[config.mk]
export PLATFORM = sky130hd
export DESIGN_NAME = fp_div_flat
export DESIGN_NICKNAME = d
export VERILOG_FILES = /design/src/rtl/fp_div_if.sv /design/src/rtl/fp_div.sv /design/src/flat_wrapper.sv
export SDC_FILE = /design/constraint.sdc
export NUM_CORES = 1
export LEC_CHECK = 0
export ABC_AREA = 1
export CORE_MARGIN = 8
export CORE_UTILIZATION = 55
export CTS_CLUSTER_DIAMETER = 30
export DETAILED_ROUTE_END_ITERATION = 8
export PLACE_DENSITY = 0.87
export SETUP_SLACK_MARGIN = 0.3
export SYNTH_ARGS = -nofsm -noshare
export SYNTH_HDL_FRONTEND = slang
export SYNTH_SLANG_ARGS = --single-unit
[constraint.sdc]
create_clock -name clk -period 5.45 [get_ports clk]
set_clock_uncertainty 0.05 [all_clocks]
set_input_delay 1.09 -clock clk [delete_from_list [all_inputs] [get_ports clk]]
set_output_delay 1.09 -clock clk [all_outputs]
set_load 0.02 [all_outputs]
[src/rtl/fp_div_if.sv]
// Start/operand/result handshake bundle for the single-precision divider.
interface fp_div_if;
   logic        start;
   logic [31:0] X;
   logic [31:0] Y;
   logic        busy;
   logic        done;
   logic [31:0] result;

   modport master (output start, X, Y, input busy, done, result);
   modport slave  (input start, X, Y, output busy, done, result);
endinterface

[src/rtl/fp_div.sv]
// Multi-cycle IEEE-754 single-precision divider: restoring mantissa division,
// truncating rounding, denormal inputs flushed to zero.
module fp_div (
   input  logic     clk,
   input  logic     reset,
   fp_div_if.slave  bus
);
   typedef enum logic [1:0] {IDLE, CALC, NORM} state_t;

   state_t             state;
   logic               sign;
   logic [23:0]        m_y;
   logic [24:0]        rem;
   logic [24:0]        quo;
   logic [4:0]         cnt;
   logic signed [9:0]  exp_diff;
   logic               pend;
   logic [31:0]        pend_res;

   logic               x_zero;
   logic               y_zero;
   logic               rem_ge;
   logic [24:0]        rem_sub;
   logic signed [9:0]  norm_exp;
   logic [22:0]        norm_mant;

   function automatic logic [31:0] pack_sat(input logic s, input logic signed [9:0] e,
                                            input logic [22:0] m);
      if (e >= 10'sd255)    return {s, 8'hFF, 23'd0};
      else if (e <= 10'sd0) return {s, 31'd0};
      else                  return {s, e[7:0], m};
   endfunction

   function automatic logic [31:0] special_res(input logic s, input logic xz, input logic yz);
      if (xz && yz) return 32'h7FC0_0000;
      else if (xz)  return {s, 31'd0};
      else          return {s, 8'hFF, 23'd0};
   endfunction

   always_comb begin
      x_zero  = (bus.X[30:23] == 8'd0);
      y_zero  = (bus.Y[30:23] == 8'd0);
      rem_ge  = (rem >= {1'b0, m_y});
      rem_sub = rem - {1'b0, m_y};
      // q[24] is the integer bit; when clear the quotient lies in [0.5,1)
      if (quo[24]) begin
         norm_exp  = exp_diff + 10'sd127;
         norm_mant = quo[23:1];
      end else begin
         norm_exp  = exp_diff + 10'sd126;
         norm_mant = quo[22:0];
      end
   end

   always_ff @(posedge clk or posedge reset) begin
      if (reset) begin
         state      <= IDLE;
         bus.busy   <= 1'b0;
         bus.done   <= 1'b0;
         bus.result <= 32'd0;
         sign       <= 1'b0;
         m_y        <= 24'd0;
         rem        <= 25'd0;
         quo        <= 25'd0;
         cnt        <= 5'd0;
         exp_diff   <= 10'sd0;
         pend       <= 1'b0;
         pend_res   <= 32'd0;
      end else begin
         bus.done <= 1'b0;
         pend     <= 1'b0;
         // Special operands finish one edge after acceptance without leaving IDLE
         if (pend) begin
            bus.done   <= 1'b1;
            bus.result <= pend_res;
         end
         case (state)
            IDLE: begin
               if (bus.start) begin
                  sign <= bus.X[31] ^ bus.Y[31];
                  if (x_zero || y_zero) begin
                     pend     <= 1'b1;
                     pend_res <= special_res(bus.X[31] ^ bus.Y[31], x_zero, y_zero);
                  end else begin
                     state    <= CALC;
                     bus.busy <= 1'b1;
                     m_y      <= {1'b1, bus.Y[22:0]};
                     rem      <= {2'b01, bus.X[22:0]};
                     quo      <= 25'd0;
                     cnt      <= 5'd24;
                     exp_diff <= $signed({2'b00, bus.X[30:23]}) - $signed({2'b00, bus.Y[30:23]});
                  end
               end
            end
            CALC: begin
               quo[cnt] <= rem_ge;
               rem      <= rem_ge ? (rem_sub << 1) : (rem << 1);
               cnt      <= cnt - 5'd1;
               if (cnt == 5'd0) state <= NORM;
            end
            NORM: begin
               bus.result <= pack_sat(sign, norm_exp, norm_mant);
               bus.done   <= 1'b1;
               bus.busy   <= 1'b0;
               state      <= IDLE;
            end
            default: state <= IDLE;
         endcase
      end
   end
endmodule

[src/flat_wrapper.sv]
// flat-port wrapper written by rule: the top's interface ports become plain ports
module fp_div_flat 
  (clk, reset, bus_start, bus_X, bus_Y, bus_busy, bus_done, bus_result);
  fp_div_if bus_i ();
  input  logic clk;
  input  logic reset;
  input wire logic [$bits(bus_i.start)-1:0] bus_start;
  input wire logic [$bits(bus_i.X)-1:0] bus_X;
  input wire logic [$bits(bus_i.Y)-1:0] bus_Y;
  output wire logic [$bits(bus_i.busy)-1:0] bus_busy;
  output wire logic [$bits(bus_i.done)-1:0] bus_done;
  output wire logic [$bits(bus_i.result)-1:0] bus_result;
  assign bus_i.start = bus_start;
  assign bus_i.X = bus_X;
  assign bus_i.Y = bus_Y;
  assign bus_busy = bus_i.busy;
  assign bus_done = bus_i.done;
  assign bus_result = bus_i.result;
  fp_div u_core (.clk(clk), .reset(reset), .bus(bus_i));
endmodule
==> flow_summary.yaml <==
clock_tree:
  clk_path_buf_depth: 2
  clock-sinks: 129
  ctsHoldBuffers: 0
  postCtsSetupBuffers: 0
  cts-htree-levels: 4
  clkSlewWorstSetupHoldPaths_ns: 0.06
  clkLatencyLatePin_ns: 0.43
  cts_tree: "done"
  cts_root_buf: "clkbuf_16"
  cts_inserted_buffers: 17
  cts_resized: 0
floorplanning:
  die_h_um: 140
  coreArea_mm2: 0.0151
  io_pins: 101
  row_count: 45
  die_width_um: 140
  start_util: 0.561
  die_area_mm2: 0.0197
setup_path:
  cp_max_fo: 27
  cp.required_ns: 5.72
  cpMaxStageDelayCell: "nand4_2"
  arrival_ns: 3.79
  critPathTopFamily: "simple AND/OR/NAND/NOR gates"
  setup.worst_path.start_class: "flop"
  crit_path_end_kind: "flop"
  slowest_delay_ns: 0.65
  path_common_cell: "nand2_1"
  path_cells: "ha_1 -> nand2_1 -> nor2_1 -> nand2_1 -> nor3_2 -> nand4_2 -> nand3_4 -> inv_2 -> nand2_1 -> nand2_1 -> inv_1 -> a21oi_1"
  path_buf_inv: 2
  worstSetupPathType: "reg2reg"
grt:
  overflow: 0
  grt_pass1_wl_mm: 38.0
  grt_util_all_layers: 0.236
  grt_max_degree: 81
  grt_pass1_vias: 8035
  antenna_found_initial: 0
timing:
  period_minus_slack_ns: 3.53
  hold_viol: 0
  maxSlewViolCount: 0
  setup_tns_ns: 0
  rsz0062_at_grt: "no"
  worstMarginPinSlew_ns: 1.21
  fin_crit_sh: 0.647
  setup_viol: 0
  hold_ws_ns: 0.413
  max_slew_margin: 0.190
  max_freq_mhz: 284
yosys:
  synth-seq-cells: 129
  syn_nets: 1337
  syn_area_mm2: 0.00850
  synth_simple_gate_area_frac: 0.329
  synthDistinctLibCells: 43
  yosys_warnings: 0
  synth_top_family_by_area: "simple AND/OR/NAND/NOR gates"
  synth_area_per_cell_um2: 6.92
  synth-xor-area-share: 0.0124
  muxShareOfSynthArea: 0
  synth_cells: 1228
  yosysSeqAreaShare: 0.380
  synthAdderAreaFrac: 0.0636
  synth-compound-area-share: 0.116
route:
  drt_wl_total_mm: 22.3
  drtIter0Drc: 857
  first_pass_iters: 6
  num_vias: 8337
  ant_nets: 0
  route.detailed.drc: 0
  viasPerCell: 5.51
  wl_per_cell_um: 14.8
final_layout:
  layout-drive-gt1-share: 0.0506
  multi_input_area_mm2: 0.00444
  layout.cells.non_filler: 1513
  nets: 1421
  final_cell_mix: "391 x nand2_1, 166 x inv_1, 129 x dfrtp_1, 100 x clkdlybuf4s50_1, 92 x nor2_1"
  n_antenna_cell: 0
  layout_commonest_cell: "nand2_1"
  ff_latch_area_mm2: 0.00323
  fill_cells: 1266
  synthToLayoutAreaGrowth_pct: 19.9
power:
  p_total_mw: 6.59
  p_leak_nw: 5.18
  ir_drop_v: 0.000378
  powerDensity_mw_per_mm2: 647
placed_design:
  dp_cells: 1481
  portBuffers: 100
  place_congestion: 0.945
  dp_hpwl_mm: 16.3
worst_hold_path:
  hold_path_class: "reg2reg"
run_status:
  status: "completed"
flow_run:
  cap_violations: 0
area by class of cell:
type                            instances  area share
Multi-Input combinational cell        886       0.435
Sequential cell                       129       0.317
Timing Repair Buffer                  105       0.102
Inverter                              173      0.0640
Clock buffer                           19      0.0444
Tap cell                              188      0.0231
Clock inverter                         13      0.0147
sequential cells by signal (all words and copies together) (netlist names), 2 cells and up:
| signal | cells |
|---|---|
| u_core.pend_res | 3 |
| u_core.quo | 25 |
| u_core.m_y | 24 |
| u_core.state | 2 |
| u_core.bus.result | 32 |
| u_core.exp_diff | 9 |
| u_core.rem | 25 |
| u_core.cnt | 5 |
metrics by stage:
step | cell area, um2 | setup WS (ns) | util
3_3_place_gp | 9590 | 1.71 | 0.633
3_5_place_dp | 9590 | 1.62 | 0.633
4_1_cts | 10200 | 2.01 | 0.673
2_1_floorplan | 8500 | 0.869 | -
5_1_grt | 10200 | 1.73 | 0.673
6_report | 10200 | 1.92 | 0.673
per-layer routing:
layer,global-route usage,up-vias,share of wire
met3,0.0510,71,0.062
met4,0.128,0,0.041
met1,0.285,3832,0.42
met5,0,-,0
li1,-,4119,-
met2,0.386,315,0.47
logic make-up after synthesis:
group / Yosys count
AND/OR/NAND/NOR: 651
buffers and inverters: 213
AO/OA/AOI/OAI: 181
flip-flops: 129
adder cells (fa/ha/maj): 42
XOR/XNOR: 12
worst min-delay path, stage by stage (launching register included):
cell and delay [ns]:
dfrtp_1 0.32, inv_1 0.05, nand2_1 0.06
worst paths after layout:
path	startpoint	to	slack, ns	depth (start not counted)
setup / recovery	u_core.rem[6]$_DFFE_PP0P_	u_core.rem[23]$_DFFE_PP0P_	1.92	12
hold / removal	u_core.m_y[23]$_DFFE_PP0P_	u_core.m_y[23]$_DFFE_PP0P_	0.41	2
setup reg to reg	u_core.rem[6]$_DFFE_PP0P_	u_core.rem[23]$_DFFE_PP0P_	1.92	12
hold reg to reg	u_core.m_y[23]$_DFFE_PP0P_	u_core.m_y[23]$_DFFE_PP0P_	0.41	2
max in group asynchronous	reset	u_core.cnt[2]$_DFFE_PP0P_	3.24	3
min in group asynchronous	reset	u_core.exp_diff[8]$_DFFE_PP0P_	1.19	2
Yosys cell counts:
cell type	instances	area share
inv_2	5	0.0022
o21ai_1	21	0.012
dfrtp_1	129	0.38
or2_1	1	0.00074
o21ai_0	81	0.048
clkbuf_1	24	0.011
nor4_2	1	0.0015
fa_1	2	0.0047
nor3_1	7	0.0041
nand2_2	6	0.0044
nor2_2	5	0.0037
nand3_1	87	0.051
nor3_2	2	0.0024
a21oi_1	49	0.029
o21bai_1	3	0.0026
buf_1	2	0.00088
nand3_4	1	0.0021
o31ai_1	1	0.00088
a21o_1	3	0.0026
buf_6	3	0.0040
buf_4	2	0.0018
nand4_1	39	0.029
nand3_2	2	0.0024
o211ai_1	2	0.0018
a22oi_1	18	0.016
ha_1	40	0.059
and3_1	1	0.00074
inv_1	167	0.074
or2_0	1	0.00074
nand2_1	391	0.17
a21oi_4	1	0.0019
nor2_4	1	0.0013
nor3b_1	2	0.0018
clkinv_1	1	0.00044
or2_2	3	0.0022
buf_2	9	0.0053
nor2_1	93	0.041
nand3b_1	7	0.0062
xnor2_1	4	0.0041
nand4_2	1	0.0015
xor2_1	8	0.0082
o22ai_1	1	0.00074
o221ai_1	1	0.0010
power breakdown:
part | switching (mW) | internal [mW]
sequential | 0.296 | 1.33
combinational | 2.43 | 1.37
clock | 0.459 | 0.704
total | 3.19 | 3.41
(Power assumes the default switching activity.)
